`config.mk`:
```
export PLATFORM = sky130hd
export DESIGN_NAME = ul_serie
export DESIGN_NICKNAME = d
export VERILOG_FILES = /design/src/rtl/ul_pkg.sv /design/src/rtl/cl_slice.sv /design/src/rtl/ul_serie.sv
export SDC_FILE = /design/constraint.sdc
export NUM_CORES = 1
export LEC_CHECK = 0
export ABC_AREA = 0
export BUFFER_PORTS_ARGS = -buffer_cell sky130_fd_sc_hd__buf_4
export CORE_MARGIN = 2
export CORE_UTILIZATION = 60
export DETAILED_ROUTE_END_ITERATION = 8
export PLACE_DENSITY = 0.87
export RECOVER_POWER = 25
export SYNTH_ARGS = -nofsm -noshare
export SYNTH_HDL_FRONTEND = slang
export SYNTH_SLANG_ARGS = --single-unit
```
`constraint.sdc`:
```
create_clock -name clk -period 5.2 [get_ports clk]
set_clock_uncertainty 0.2 [all_clocks]
set_input_delay 0.26 -clock clk [delete_from_list [all_inputs] [get_ports clk]]
set_output_delay 0.26 -clock clk [all_outputs]
set_load 0.05 [all_outputs]
```
`src/rtl/ul_pkg.sv`:
```
// Shared definitions for the bit-serial logic unit: op-code encodings and FSM state type.
package ul_pkg;

  localparam logic [1:0] OP_AND = 2'b00;
  localparam logic [1:0] OP_OR  = 2'b01;
  localparam logic [1:0] OP_XOR = 2'b10;
  localparam logic [1:0] OP_NOT = 2'b11;

  typedef enum logic [1:0] {
    IDLE = 2'd0,
    RUN  = 2'd1,
    DONE = 2'd2
  } state_t;

endpackage

```
`src/rtl/cl_slice.sv`:
```
// Combinational bitwise op on one SLICE-wide chunk of the operands.
module cl_slice
  import ul_pkg::*;
#(
  parameter int SLICE = 2
) (
  output logic [SLICE-1:0] Y,
  input  logic [SLICE-1:0] A,
  input  logic [SLICE-1:0] B,
  input  logic [1:0]       S
);

  always_comb begin
    Y = '0;
    case (S)
      OP_AND:  Y = A & B;
      OP_OR:   Y = A | B;
      OP_XOR:  Y = A ^ B;
      default: Y = ~A;
    endcase
  end

endmodule

```
`src/rtl/ul_serie.sv`:
```
// Bit-serial logic unit: computes one SLICE-wide chunk per cycle, publishing Out/zero
// only when the last chunk completes.
//   state | meaning
//   IDLE  | waiting for start
//   RUN   | processing slice r_cnt of the latched operands
//   DONE  | one-cycle completion; start here chains the next operation
module ul_serie
  import ul_pkg::*;
#(
  parameter int W     = 8,
  parameter int SLICE = 2
) (
  input  logic         clk,
  input  logic         reset,
  input  logic         start,
  input  logic [W-1:0] A,
  input  logic [W-1:0] B,
  input  logic [1:0]   S,
  input  logic         acc_en,
  output logic [W-1:0] Out,
  output logic         zero,
  output logic         busy,
  output logic         done
);

  localparam int N  = W / SLICE;
  localparam int CW = (N > 1) ? $clog2(N) : 1;

  state_t          r_state;
  state_t          w_state_nxt;
  logic [CW-1:0]   r_cnt;
  logic [W-1:0]    r_a;
  logic [W-1:0]    r_b;
  logic [1:0]      r_op;
  logic            r_acc;
  logic [W-1:0]    r_res;

  logic            w_accept;
  logic            w_last;
  logic [W-1:0]    w_b_opnd;
  logic [SLICE-1:0] w_a_slc;
  logic [SLICE-1:0] w_b_slc;
  logic [SLICE-1:0] w_y;
  logic [W-1:0]    w_res_nxt;

  assign w_accept = start && (r_state != RUN);
  assign w_last   = (r_cnt == CW'(N - 1));
  // Out is frozen during RUN, so selecting it here equals its value at acceptance.
  assign w_b_opnd = r_acc ? Out : r_b;

  always_comb begin
    w_a_slc   = '0;
    w_b_slc   = '0;
    w_res_nxt = r_res;
    for (int k = 0; k < N; k++) begin
      if (r_cnt == CW'(k)) begin
        w_a_slc = r_a[k*SLICE +: SLICE];
        w_b_slc = w_b_opnd[k*SLICE +: SLICE];
        w_res_nxt[k*SLICE +: SLICE] = w_y;
      end
    end
  end

  cl_slice #(.SLICE(SLICE)) u_slice (
    .Y (w_y),
    .A (w_a_slc),
    .B (w_b_slc),
    .S (r_op)
  );

  always_ff @(posedge clk) begin
    if (reset) r_state <= IDLE;
    else       r_state <= w_state_nxt;
  end

  always_comb begin
    w_state_nxt = r_state;
    case (r_state)
      IDLE:    if (start) w_state_nxt = RUN;
      RUN:     if (w_last) w_state_nxt = DONE;
      DONE:    w_state_nxt = start ? RUN : IDLE;
      default: w_state_nxt = IDLE;
    endcase
  end

  always_ff @(posedge clk) begin
    if (reset) begin
      r_cnt <= '0;
      r_a   <= '0;
      r_b   <= '0;
      r_op  <= OP_AND;
      r_acc <= 1'b0;
      r_res <= '0;
      Out   <= '0;
      zero  <= 1'b1;
    end else if (w_accept) begin
      r_cnt <= '0;
      r_a   <= A;
      r_b   <= B;
      r_op  <= S;
      r_acc <= acc_en;
    end else if (r_state == RUN) begin
      r_res <= w_res_nxt;
      r_cnt <= r_cnt + CW'(1);
      if (w_last) begin
        Out  <= w_res_nxt;
        zero <= (w_res_nxt == '0);
      end
    end
  end

  assign busy = (r_state == RUN);
  assign done = (r_state == DONE);

endmodule

```
**Yosys cells after proc, flatten, opt, wreduce, memory -nomap -nowiden**

Index checks and enable logic that the tools add are counted.

- Bitwise gates (word level): 5
- Equality and inequality tests: 10
- Reductions and logical operators: 9
- Add/sub/neg operators: 1
- Muxes and demuxes: 18

Operators with widths:

| operator | number |
|---|---|
| 2-bit 2-to-1 mux | 14 |
| 2-bit case mux with 3 select lines | 2 |
| 2-bit == test, second input constant | 4 |
| 8-bit zero test | 1 |
| 8-bit 2-to-1 mux | 1 |
| 2-bit by 1-bit == test with 1-bit output, second input constant | 3 |
| 2-bit zero test | 3 |
| 2-bit by 1-bit != test with 1-bit output, second input constant | 2 |
| 2-bit AND reduction | 2 |
| 3-bit AND reduction | 1 |
| 2-bit by 1-bit adder with 2-bit output, second input constant | 1 |
| 2-bit bitwise AND | 1 |
| 2-bit != test, second input constant | 1 |
| 2-bit inverter | 1 |
| 2-bit bitwise OR | 1 |
| 2-bit OR reduction | 1 |
| 2-bit XOR | 1 |
| 1-bit logical AND | 1 |
| 1-bit 2-to-1 mux | 1 |
| 1-bit inverter | 1 |

- Bits of input ports: 22
- Logic and storage cells: 52
- Flip-flop bits (word level): 40
- Output and inout bits: 11

**Depth between registers and ports, before layout**

- Depth after elaboration: 9
- Mapped depth: 14
- Depth with buffers taken out: 13

**Cells and area by module**

Synthesis repeated with hierarchy kept, for this count alone.

- Cells, all modules: 231
- Area total of the unflattened synthesis: 1966.9 um2

Modules (own cells, without submodules):

| module | times used | cells an instance | area an instance (um2) |
|---|---|---|---|
| ul_serie | 1 | 219 | 1841.8 |
| cl_slice | 1 | 12 | 125.1 |

**Least setup slack after synthesis**

Ideal clock, no wire load.

- Path type: register to register
- Start point: register r_cnt[1]
- End point: register zero
- Path slack: 2134 ps
- Cell stages (with the launch flop): 15
- Data arrival time: 2797 ps
- Data required time: 4931 ps
- Path buffers: 1
- Setup time: 69 ps
- Path through: dfxtp_1 inv_1 ha_1 clkbuf_1 inv_1 nor2_1 a311o_1 o21ai_0 o21ai_0 ha_1 mux2_4 o21ai_4 o2bb2ai_1 or4_1 o21ai_1

- Cells in the longest elaborated chain, start to end: 9

Ends and longest elaborated chain:

| what | RTL line | RTL |
|---|---|---|
| start, declared | ul_serie.sv:31 | `logic [CW-1:0] r_cnt;` |
| start signal, assigned | ul_serie.sv:104 | `r_cnt <= r_cnt + CW'(1);` |
| 2-bit zero test | ul_serie.sv:56 | `if (r_cnt == CW'(k)) begin` |
| 2-bit 2-to-1 mux (4 in series) | ul_serie.sv:56 |  |
| 2-bit XOR, or another cell as far along | cl_slice.sv:18 | `OP_XOR: Y = A ^ B;` |
| 2-bit case mux with 3 select lines | cl_slice.sv:15 | `case (S)` |
| 2-bit 2-to-1 mux | ul_serie.sv:56 |  |
| 8-bit zero test | ul_serie.sv:107 | `zero <= (w_res_nxt == '0);` |
| end signal, assigned | ul_serie.sv:107 |  |
| end, declared | ul_serie.sv:21 | `output logic zero,` |

Several ways; a longest one is shown, not always the timed one.
A chain may end at the register's enable or synchronous reset.

**Final worst setup path**

Same ends and word-level chain as after synthesis.

==> qor.txt <==
STATUS
-------------------------------------------------------------------------------------
Status                                                                   finished, final reports clean

TIMING
-------------------------------------------------------------------------------------
Tmin final                                                                    3320 ps
Tcrit/Tclk final                                                                63.9%
Final number of max-transition violations                                           0
RSZ-0062 raised after global routing                                            false
Max_slew headroom                                                               56.2%
Sum of negative setup slack                                                      0 ps
Timing-limited maximum frequency                                            0.301 GHz
Least-Margin Pin Slew                                                          655 ps
Final Hold Vio Count                                                                0
Setup-violating endpoint count in the final report                                  0

SYNTHESIS
-------------------------------------------------------------------------------------
Post-synthesis instance area                                             0.00199 mm^2
Fraction of registers with async set or reset after synthesis                      0%
Seq/Total Area, Yosys                                                           38.2%
Total number of yosys warnings                                                      0
Number of library cell types mapped by synthesis                                   43
Number of enable-type register cells in the synthesized netlist                     0
Most frequently used flop master after synthesis                         sky130_fd_sc_hd__dfxtp_1
Total of flip-flops plus latches after synthesis                                   38
Net Count, Synth                                                                  284
Gate count after technology mapping                                               254
Post-synthesis average cell area                                            7.84 um^2

SETUP PATH
-------------------------------------------------------------------------------------
Crit path arrival time                                                        3420 ps
Crit Path Category                                                       register to register
Crit path max fanout                                                               15
End of the worst register-to-register path                               zero$_SDFFE_PP1P_
Nature of the critical path endpoint                                         register
Crit path launch type                                                        register
Critical path data required time                                              5300 ps
Worst-case register-to-register setup slack                                   1880 ps
Origin of the critical flop-to-flop path                                 r_cnt[1]$_SDFFE_PP0P_
Path depth of the worst reg2reg path                                               13

JOB
-------------------------------------------------------------------------------------
Max Cap Violations                                                                  0

PWR
-------------------------------------------------------------------------------------
Cell-internal power                                                            452 uW
Sequential fraction of design power                                             50.7%
Total leakage power                                                          0.924 nW
Switching portion of total power                                                26.9%
Relative contribution of combinational cells to total power                     17.1%
Power density cells                                                       253 mW/mm^2
Net switching power of the design                                              167 uW
Clock network fraction of total power                                           32.2%
IR drop worst, VDD                                                             206 uV

DIE
-------------------------------------------------------------------------------------
Initial cell density of the core                                                64.2%
Die area                                                                 0.00379 mm^2
I/O pin count                                                                      33
Width of the die                                                              61.6 um
Die height                                                                    61.6 um
Number of standard-cell rows in the floorplan                                      20
Placeable Area                                                           0.00310 mm^2

CELLS AND AREA
-------------------------------------------------------------------------------------
Fillers                                                                           229
Total inserted antenna cells                                                        0
Final nets                                                                        326
Layout area overhead                                                            22.9%
Core occupancy in the finished layout                                           78.8%
Final cell count without fillers                                                  341
Fraction of final layout cells with drive strength greater than 1               14.5%

CTS
-------------------------------------------------------------------------------------
Worst skew pair latency                                                        360 ps
TritonCTS clock tree                                                             done
Worst-path clk slew                                                            120 ps
Max Buffers Root-to-Sink                                                            2
Inserted Clock Buffers                                                              5
Resized Gates After CTS                                                             0
Number of clock sinks seen by CTS                                                  38
Number of levels in the clock H-tree                                                2
Clock root cell                                                          sky130_fd_sc_hd__clkbuf_4

HOLD PATH
-------------------------------------------------------------------------------------
Class of the worst hold path                                             input pin to register
Number of cells on the worst hold path                                              2
Beginning of the worst hold path                                                reset
Worst hold path endpoint                                                 r_cnt[1]$_SDFFE_PP0P_

ROUTE
-------------------------------------------------------------------------------------
ANT nets after route                                                                0
Per-cell routed wire length                                                   13.5 um
Count of routing violations after the opening detailed-route iteration             73
Initial DRT Pass Iterations                                                         4
Via-to-Cell Ratio                                                                5.45
Total Wirelength                                                              4590 um
Number of remaining DRC errors                                                      0
Vias after detailed routing                                                      1858

GLOBAL ROUTE
-------------------------------------------------------------------------------------
Vias in the first global route                                                   1642
Total routing resource utilization after global routing                         26.6%
Largest net degree at the start of global routing                                  39
Antenna violations before repair                                                    0
Total congestion overflow                                                           0
Global-route wire length before repair                                        7420 um

PLACE
-------------------------------------------------------------------------------------
Count of placed standard cells including taps                                     313
PortBufs                                                                           32
Half-perimeter wire length of the detailed placement result                   2950 um
Final GP Congestion                                                             0.866

## per-layer routing
| metal | vias to the layer above | part of all wire [%] | global-route usage [%] |
|---|---|---|---|
| li1 | 947 | - | - |
| met1 | 863 | 44 | 32.9 |
| met2 | 43 | 51 | 46.9 |
| met3 | 5 | 4.6 | 6.30 |
| met4 | 0 | 0.92 | 5.47 |
| met5 | - | 0 | 0 |
## timing repair
item | in CTS | in global routing
hold buffers | 20 | 0
buffers inserted | 0 | 0
endpoints found under the hold margin | 20 | 0
## Yosys cell counts (2+ instances only)
cell type / instances / share of area [%]
sky130_fd_sc_hd__a211oi_1: 4 / 1.5
sky130_fd_sc_hd__nand2_1: 66 / 12
sky130_fd_sc_hd__and2_1: 2 / 0.63
sky130_fd_sc_hd__o21a_1: 2 / 0.75
sky130_fd_sc_hd__inv_1: 9 / 1.7
sky130_fd_sc_hd__buf_1: 2 / 0.38
sky130_fd_sc_hd__o21ai_0: 7 / 1.8
sky130_fd_sc_hd__a21oi_1: 38 / 9.6
sky130_fd_sc_hd__dfxtp_1: 38 / 38
sky130_fd_sc_hd__nand3b_1: 7 / 2.6
sky130_fd_sc_hd__nand3_1: 6 / 1.5
sky130_fd_sc_hd__nor3_1: 2 / 0.50
sky130_fd_sc_hd__clkbuf_1: 12 / 2.3
sky130_fd_sc_hd__buf_6: 2 / 1.1
sky130_fd_sc_hd__mux2i_1: 4 / 2.0
sky130_fd_sc_hd__mux2_2: 4 / 2.3
sky130_fd_sc_hd__nor2_1: 12 / 2.3
sky130_fd_sc_hd__nor3b_1: 2 / 0.75
sky130_fd_sc_hd__ha_1: 8 / 5.0
sky130_fd_sc_hd__nor2b_1: 4 / 1.3
## cells by family after synthesis
family | count (synthesis) | share of synthesized area (%)
and+or+nand+nor | 108 | 25.0
AOI/OAI and AO/OA | 65 | 21.1
DFF | 38 | 38.2
buffers and inverters | 26 | 5.72
muxes | 9 | 5.03
adders and majority gates | 8 | 5.03
## area by class of cell
class                      instances  area, um^2  share of cell area, %
tap                               44        55.1                   2.25
multi-input combinational        190        1120                   45.6
sequential                        38         761                   31.1
clock inverter                     3        40.0                   1.64
timing repair buffer              52         403                   16.5
inverter                           9        33.8                   1.38
clock buffer                       5        37.5                   1.53
## critical path, stage by stage, from the launching register on
cell                        delay (ps)
sky130_fd_sc_hd__dfxtp_1           390
sky130_fd_sc_hd__inv_1              90
sky130_fd_sc_hd__ha_1              340
sky130_fd_sc_hd__inv_1             190
sky130_fd_sc_hd__nor2_1             70
sky130_fd_sc_hd__a311o_1           310
sky130_fd_sc_hd__o21ai_0           110
sky130_fd_sc_hd__o21ai_0           120
sky130_fd_sc_hd__ha_1              300
sky130_fd_sc_hd__mux2_4            270
sky130_fd_sc_hd__o21ai_4           140
sky130_fd_sc_hd__o2bb2ai_1         110
sky130_fd_sc_hd__or4_1             510
sky130_fd_sc_hd__o21ai_1           120
## worst max path at each step
stage                          endpoint  cells after the start                  start
finish                zero$_SDFFE_PP1P_                     13  r_cnt[1]$_SDFFE_PP0P_
floorplan             zero$_SDFFE_PP1P_                     14  r_cnt[1]$_SDFFE_PP0P_
CTS                   zero$_SDFFE_PP1P_                     13  r_cnt[1]$_SDFFE_PP0P_
global placement      zero$_SDFFE_PP1P_                     13  r_cnt[1]$_SDFFE_PP0P_
detailed placement    zero$_SDFFE_PP1P_                     13  r_cnt[1]$_SDFFE_PP0P_
global route        Out[1]$_SDFFE_PP0P_                     13  r_cnt[1]$_SDFFE_PP0P_
## state kept, by name, summed over array words and instances (netlist names)
signal / count
r_res: 6
zero: 1
Out: 8
r_a: 8
r_cnt: 2
r_acc: 1
r_b: 8
r_op: 2
r_state: 2
## through the flow
step | power (mW) | cell area, um^2 | worst slack, ps | hold WS [ps]
detailed placement | 0.411 | 2210 | 1940 | 249
CTS | 0.618 | 2480 | 1890 | 94.7
finish | 0.619 | 2450 | 1880 | 94.5
global route | 0.643 | 2450 | 1560 | 118
floorplan | 0.386 | 1990 | 2130 | 196
global placement | 0.409 | 2210 | 1990 | 241
## power by group through the flow
stage          logic [mW]  registers [mW]  clock network (mW)
2_1_floorplan      0.0713           0.314                   0
4_1_cts             0.104           0.313               0.200
5_1_grt             0.117           0.316               0.210
3_3_place_gp       0.0896           0.320                   0
6_report            0.106           0.314               0.199
3_5_place_dp       0.0912           0.320                   0
## cells in the final DEF, fill, tap and decap left out, types with 4 or more instances in the layout
master and instances:
sky130_fd_sc_hd__a211oi_1 4, sky130_fd_sc_hd__a21oi_1 38, sky130_fd_sc_hd__buf_4 22, sky130_fd_sc_hd__clkbuf_1 10, sky130_fd_sc_hd__clkbuf_4 5, sky130_fd_sc_hd__dfxtp_1 38
sky130_fd_sc_hd__dlygate4sd3_1 20, sky130_fd_sc_hd__ha_1 8, sky130_fd_sc_hd__inv_1 9, sky130_fd_sc_hd__mux2_2 4, sky130_fd_sc_hd__mux2i_1 4, sky130_fd_sc_hd__nand2_1 66
sky130_fd_sc_hd__nand3_1 6, sky130_fd_sc_hd__nand3b_1 7, sky130_fd_sc_hd__nor2_1 12, sky130_fd_sc_hd__nor2b_1 4, sky130_fd_sc_hd__o21ai_0 7
No activity file was read; power rests on OpenSTA's default activity.
